--- config.mk ---
export PLATFORM = sky130hd
export DESIGN_NAME = reg_decode_scoreboard
export DESIGN_NICKNAME = d
export VERILOG_FILES = /design/src/rtl/reg_decode_scoreboard.sv
export SDC_FILE = /design/constraint.sdc
export NUM_CORES = 1
export LEC_CHECK = 0
export ABC_AREA = 1
export CAP_MARGIN = 20
export CORE_UTILIZATION = 48
export CTS_BUF_LIST = sky130_fd_sc_hd__clkbuf_16
export CTS_CLUSTER_DIAMETER = 120
export DETAILED_ROUTE_END_ITERATION = 10
export GPL_TIMING_DRIVEN = 0
export PLACE_DENSITY = 0.82
export SYNTH_ARGS = -nofsm -noshare
export SYNTH_HDL_FRONTEND = slang
export SYNTH_SLANG_ARGS = --single-unit
--- constraint.sdc ---
create_clock -name clock -period 9.4 [get_ports clock]
set_input_delay 1.88 -clock clock [delete_from_list [all_inputs] [get_ports clock]]
set_output_delay 1.88 -clock clock [all_outputs]
set_load 0.05 [all_outputs]
--- src/rtl/reg_decode_scoreboard.sv ---
// Register-file writeback decoder with a per-register busy scoreboard.
// Produces a registered one-hot write enable and flags RAW/WAW hazards for the issue stage.
module reg_decode_scoreboard #(
  parameter int ADDR_W   = 5,
  parameter int NUM_REGS = 32,
  parameter int ZERO_REG = 1
) (
  input  logic                clock,
  input  logic                reset_n,
  input  logic                issue_valid,
  input  logic [ADDR_W-1:0]   issue_rd,
  output logic                issue_ready,
  input  logic [ADDR_W-1:0]   rs1,
  input  logic [ADDR_W-1:0]   rs2,
  output logic                rs1_busy,
  output logic                rs2_busy,
  input  logic                wb_valid,
  input  logic [ADDR_W-1:0]   wb_rd,
  output logic [NUM_REGS-1:0] wr_en,
  output logic [NUM_REGS-1:0] busy_vec,
  output logic [ADDR_W:0]     busy_count,
  output logic                err,
  input  logic                err_clr
);

  if (NUM_REGS != (1 << ADDR_W)) begin : g_bad_params
    $error("reg_decode_scoreboard: NUM_REGS must equal 2**ADDR_W");
  end

  logic [NUM_REGS-1:0] busy_q, busy_d;
  logic [NUM_REGS-1:0] wr_en_q, wr_en_d;
  logic [ADDR_W:0]     busy_count_q, busy_count_d;
  logic                err_q, err_d;

  function automatic logic is_exempt(input logic [ADDR_W-1:0] a);
    return (ZERO_REG != 0) && (a == '0);
  endfunction

  // A same-cycle writeback to a source is forwarded downstream, so it is not a hazard.
  always_comb begin
    issue_ready = is_exempt(issue_rd) || !busy_q[issue_rd] ||
                  (wb_valid && (wb_rd == issue_rd));
    rs1_busy    = !is_exempt(rs1) && busy_q[rs1] && !(wb_valid && (wb_rd == rs1));
    rs2_busy    = !is_exempt(rs2) && busy_q[rs2] && !(wb_valid && (wb_rd == rs2));
  end

  // Clear before set so a coinciding issue to the same register keeps it busy.
  always_comb begin
    busy_d  = busy_q;
    wr_en_d = '0;
    err_d   = err_q;
    if (wb_valid) begin
      busy_d[wb_rd] = 1'b0;
      if (!is_exempt(wb_rd)) wr_en_d[wb_rd] = 1'b1;
    end
    if (issue_valid && issue_ready && !is_exempt(issue_rd)) busy_d[issue_rd] = 1'b1;
    if (err_clr) err_d = 1'b0;
    if (wb_valid && !busy_q[wb_rd] && !is_exempt(wb_rd)) err_d = 1'b1;
    busy_count_d = '0;
    for (int i = 0; i < NUM_REGS; i++) begin
      busy_count_d = busy_count_d + {{ADDR_W{1'b0}}, busy_d[i]};
    end
  end

  always_ff @(posedge clock or negedge reset_n) begin
    if (!reset_n) begin
      busy_q       <= '0;
      wr_en_q      <= '0;
      busy_count_q <= '0;
      err_q        <= 1'b0;
    end else begin
      busy_q       <= busy_d;
      wr_en_q      <= wr_en_d;
      busy_count_q <= busy_count_d;
      err_q        <= err_d;
    end
  end

  assign wr_en      = wr_en_q;
  assign busy_vec   = busy_q;
  assign busy_count = busy_count_q;
  assign err        = err_q;

endmodule

# Word-level counts from Yosys, hierarchy flattened
# Cells that the tools add are included.
classes:
  n_reduce_logical: 28
  bitwise_logic: 3
  magnitude_cmp: 6
  n_addsub: 31
  n_eq_ne: 3
  mux: 18
op_table:
  columns: ["cell", "count"]
  rows:
  - ["adder 6 x 1 -> 6 bit", 26]
  - ["two-way mux 32 bit", 4]
  - ["bitwise AND 32 bit", 1]
  - ["NOT 32 bit", 1]
  - ["OR 32 bit", 1]
  - ["< comparator 5 x 6 -> 1 bit (second input constant)", 4]
  - ["binary-select mux 1 bit (select 5 bit)", 4]
  - ["logical NOT 5 bit", 4]
  - ["equality test 5 bit", 3]
  - ["logical AND 1 bit", 13]
  - ["demux 1 bit (select 5 bit)", 2]
  - [">= comparator 5 x 1 -> 1 bit (second input constant)", 2]
  - ["logical NOT 1 bit", 8]
  - ["two-way mux 1 bit", 8]
  - ["adder 5 x 1 -> 6 bit", 1]
  - ["adder 4 x 1 -> 5 bit", 1]
  - ["adder 3 x 1 -> 4 bit", 1]
  - ["adder 2 x 1 -> 3 bit", 1]
  - ["adder 1 x 1 -> 2 bit", 1]
  - ["logical OR 1 bit", 2]
  - ["nonzero test 2 bit", 1]
word_totals:
  out_inout_bits: 74
  ff_bits: 71
  input_bits: 25

# Longest topological paths before layout
logic_depth:
  depth_word: 40
  mapped_depth: 32
  ltp_nobuf: 30

# Least setup slack after synthesis
# OpenSTA, ideal clock, no wires.
synth_path:
  kind: "input port to flip-flop"
  startpoint: "input port wb_rd[4]"
  endpoint: "register busy_count_q[4], in the netlist busy_count[4]"
  path_stages: 26
  arrival_time_ps: 7089
  path_buffers: 3
  path_slack_ps: 2231
  cell_sequence: "clkbuf_1 inv_1 o21ai_0 nor2_1 nand3_1 nand2_1 inv_1 nand2_1 buf_4 buf_6 nand3_1 nand2_1 fa_1 inv_1 fa_1 fa_1 inv_1 fa_1 fa_1 fa_1 ha_1 fa_1 a21oi_1 nor2_1 nor2_1 xnor2_1"
synth_via:
  word_cells_on_any_way: 46
  classes_between: "31 x add/sub; 2 x order compare; 1 x eq/ne; 4 x mux; 3 x bitwise; 5 x reduce/logical"
synth_lines:
  columns: ["element", "line_no", "source"]
  rows:
  - ["start: declaration", "18", "input logic [ADDR_W-1:0] wb_rd,"]
  - ["equality test 5 bit", "42", "(wb_valid && (wb_rd == issue_rd));"]
  - ["logical AND 1 bit", "42", null]
  - ["logical OR 1 bit", "41", "issue_ready = is_exempt(issue_rd) || !busy_q[issue_rd] ||"]
  - ["net issue_ready", "12", "output logic issue_ready,"]
  - ["logical AND 1 bit (2 in a row)", "56", "if (issue_valid && issue_ready && !is_exempt(issue_rd)) busy_d[issue_rd] = 1'b1;"]
  - ["two-way mux 32 bit", "56", null]
  - ["net busy_d[1]", "30", "logic [NUM_REGS-1:0] busy_q, busy_d;"]
  - ["adder 1 x 1 -> 2 bit", "61", "busy_count_d = busy_count_d + {{ADDR_W{1'b0}}, busy_d[i]};"]
  - ["adder 2 x 1 -> 3 bit", "61", null]
  - ["adder 3 x 1 -> 4 bit", "61", null]
  - ["adder 4 x 1 -> 5 bit", "61", null]
  - ["adder 5 x 1 -> 6 bit", "61", null]
  - ["adder 6 x 1 -> 6 bit (26 in a row)", "61", null]
  - ["net busy_count_d[4]", "32", "logic [ADDR_W:0] busy_count_q, busy_count_d;"]
  - ["end signal: assignment", "74", "busy_count_q <= busy_count_d;"]
  - ["end: declaration", "32", null]
# The timed path passes the listed nets, and every way through them passes these cells.
# A chain may end at the register's enable or synchronous reset.

# Worst setup path in the final report
layout_path:
  startpoint: "input port issue_rd[0]"
  endpoint: "register busy_count_q[5], in the netlist busy_count[5]"
layout_via:
  elab_chain_len: 39
  word_cells_on_any_way: 49
  classes_between: "31 x add/sub; 2 x order compare; 1 x eq/ne; 5 x mux; 1 x bitwise; 9 x reduce/logical"
layout_lines:
  columns: ["element", "line_no", "source"]
  rows:
  - ["start: declaration", "11", "input logic [ADDR_W-1:0] issue_rd,"]
  - ["branches (longest 7 deep; another with < comparator 5 x 6 -> 1 bit)", null, null]
  - ["two-way mux 32 bit (*)", "56", null]
  - ["net busy_d[1]", "30", null]
  - ["adder 1 x 1 -> 2 bit (*)", "61", null]
  - ["adder 2 x 1 -> 3 bit (*)", "61", null]
  - ["adder 3 x 1 -> 4 bit (*)", "61", null]
  - ["adder 4 x 1 -> 5 bit (*)", "61", null]
  - ["adder 5 x 1 -> 6 bit (*)", "61", null]
  - ["adder 6 x 1 -> 6 bit (*) (26 in a row)", "61", null]
  - ["net busy_count_d[5]", "32", null]
# Mark *: on every way through the listed nets, which the timed path passes. The select of a mux whose other input is x is not followed.

==> metrics.md <==
| Metric | Value |
|---|---|
| TritonCTS clock tree | built |
| Maxcap violations | 0 |
| P_leak | 3.06 nW |
| Post-synth top flop | dfrtp_1 |
| Core region area | 9910 sq um |
| Required @ worst endpoint | 9.63 ns |
| Average instance area after synthesis | 7.07 sq um |
| Initial DRC Count | 522 |
| Post-synth ARST share | 100% |
| Status | finished, final reports clean |
| 1st-pass router iterations | 6 |
| Hold Path Stages | 2 |
| Worst reg2reg startpoint | busy_vec[24] |
| Top post-synthesis cells by area | dfrtp_1 36%, nand2_1 13%, fa_1 9.6% |
| RSZ-0062 raised after global routing | no |
| Cell Area, Synth | 4990 sq um |
| Final Wtd Congestion | 0.956 |
| Cell taking the most area after synthesis | dfrtp_1 |
| CP startpoint | issue_rd[0] |
| Die width | 104 um |
| Syn_nets | 762 |
| Die Y | 104 um |
| Final setup vio count | 0 |
| Antenna Cells | 0 |
| Register area share after synthesis | 35.6% |
| Routed Antenna Nets | 0 |
| Critical path arrival | 8.13 ns |
| Post-synth top area share | 35.6% |
| Hold_sp | err |
| Via density | 5.79 |
| Slew Viols, Final | 0 |
| Max H-tree Level | 3 |
| CP Max Fanout | 10 |
| Hold Path Class | reg -> reg |
| Grt ovf | 0 |
| Vias in the first global route | 5329 |
| CP Capture Type | register |
| Fmax | 0.127 GHz |
| Post-CTS setup buffer count | 0 |
| Root buf cell | clkbuf_16 |
| Crit path kind | in -> reg |
| Hold Worst Slack | 0.478 ns |
| Total Neg Setup Slack | 0 ns |
| Slew @ Worst Pin | 0.913 ns |
| Slew headroom | 39.2% |
| Sink Count | 71 |
| NumNets Final | 863 |
| All-Layer GR Usage | 36.5% |
| Pin count of the biggest net entering global routing | 72 |
| Slowest library cell on the worst path | fa_1 |
| First-pass GRT wire length | 29.7 mm |
| Num ports | 99 |
| Startpoint types | input pin |
| Row Count | 36 |
| Final period util | 84.1% |
| Final critical-path required period | 7.90 ns |
| Vias | 5475 |
| Placement Setup Slack | 1.25 ns |
| Synth-to-Final Area Change | 27.0% |
| Final wirelength | 19.1 mm |
| CP most frequent cell | nand2_1 |
| Post-Syn Instances | 706 |
| Hold_buf cts | 0 |
| Starting density of the core | 50.4% |
| Routed WL per cell | 20.2 um |
| Area of the die | 10800 sq um |
| Post-synth EDFFs | 0 |
| Ratio of cells with drive above 1 in the final layout | 3.94% |
| Yosys reg bits | 71 |
| Post-CTS sizing | 0 |
| Power per standard cell area | 454 nW/um^2 |
| Synth warn | 0 |
| Clock transition at the registers of the reported paths | 0.06 ns |
| Final WS setup | 1.50 ns |
| Number of remaining DRC errors | 0 |
| Antenna violations before repair | 0 |
| Detailed placer's ending HPWL | 14.0 mm |
| Clk Latency, worst-skew pair | 0.34 ns |
| CTS buffer count | 9 |
| Setup Skew | 0.00725 ns |
| Reg2Reg Depth | 29 |
| Distinct cells, synth | 31 |
| Slowest cell delay on critical path | 0.57 ns |
| Final hold viol count | 0 |
| Peak supply drop | 1.68 mV |
| CTS max path bufs | 2 |
| Port buffer count | 90 |
-- cell usage in the layout, fill, tap and decap left out, types with 3 or more instances in the layout --
cell,instances
buf_1,3
buf_6,3
clkdlybuf4s50_1,89
inv_2,4
nor3_1,16
inv_1,98
nand3_1,55
xor2_1,5
ha_1,7
clkinv_1,3
a22oi_1,7
nand2_1,168
clkbuf_16,9
o22ai_1,11
buf_2,7
a21oi_1,23
fa_1,24
o211ai_1,5
dfrtp_1,71
clkbuf_1,14
nor2_1,102
o21ai_0,68
-- path summary, 6_finish.rpt --
kind                            endpoint  slack (ns)
setup reg to reg           busy_count[5]        3.28
hold / removal                       err        0.48
min in group asynchronous      wr_en[20]        1.66
hold reg to reg                      err        0.48
setup / recovery           busy_count[5]        1.50
max in group asynchronous   busy_vec[17]        7.14
-- per-stage QoR --
| stage | instance area, sq um | util [%] | total power, mW | instances |
|---|---|---|---|---|
| 2_1_floorplan | 4990 | - | 1.98 | 706 |
| 3_3_place_gp | 6060 | 61.1 | 2.43 | 929 |
| 6_report | 6340 | 63.9 | 2.87 | 945 |
| 4_1_cts | 6340 | 63.9 | 2.90 | 945 |
| 5_1_grt | 6340 | 63.9 | 3.19 | 945 |
| 3_5_place_dp | 6050 | 61.1 | 2.56 | 929 |
-- registers in the layout, summed over array words and instances, names as in the netlist --
signal / flops
busy_vec: 32
busy_count: 6
wr_en: 32
err: 1
-- per-layer routing --
metal,wire length (um),global-route usage [%]
met1,7300,48.9
met4,739,14.8
met2,8740,57.2
met5,0,0
met3,2340,8.21
-- cell type report --
cell class	count	area (sq um)
buffer	28	140
clock buffer	9	225
clock inverter	7	56.3
fill	884	3570
inverter	104	390
multi-input combinational	503	2680
sequential	71	1780
tap	133	166
timing repair buffer	90	898
-- logic make-up after synthesis --
group | after synthesis | share of synthesized area, %
buffers and inverters | 132 | 10.6
xor gates and xnor gates | 6 | 1.05
DFF | 71 | 35.6
other | 1 | 0.0752
AOI/OAI and AO/OA | 121 | 13.4
adders and majority gates | 31 | 11.4
and+or+nand+nor | 344 | 27.8
-- cell usage after synthesis (4+ instances only) --
library cell and instances:
a21oi_1 23, a22oi_1 7, buf_2 7, clkbuf_1 14
dfrtp_1 71, fa_1 24, ha_1 7, inv_1 98
inv_2 4, nand2_1 168, nand3_1 55, nor2_1 102
nor3_1 16, o211ai_1 5, o21ai_0 68, o22ai_1 11
xor2_1 5
-- where the power goes --
part | internal, mW | total (mW) | switching [mW]
clock | 0.182 | 0.325 | 0.143
sequential | 0.397 | 0.495 | 0.0974
combinational | 0.805 | 2.05 | 1.25
total | 1.38 | 2.87 | 1.49
-- critical path: cells and delay by family --
| family | cells | cell delay (ns) |
|---|---|---|
| buffers and inverters | 9 | 1.45 |
| adder cells (fa/ha/maj) | 7 | 3.19 |
| AO/OA/AOI/OAI | 4 | 0.92 |
| AND/OR/NAND/NOR | 10 | 0.69 |
No activity file was read; power rests on OpenSTA's default activity.
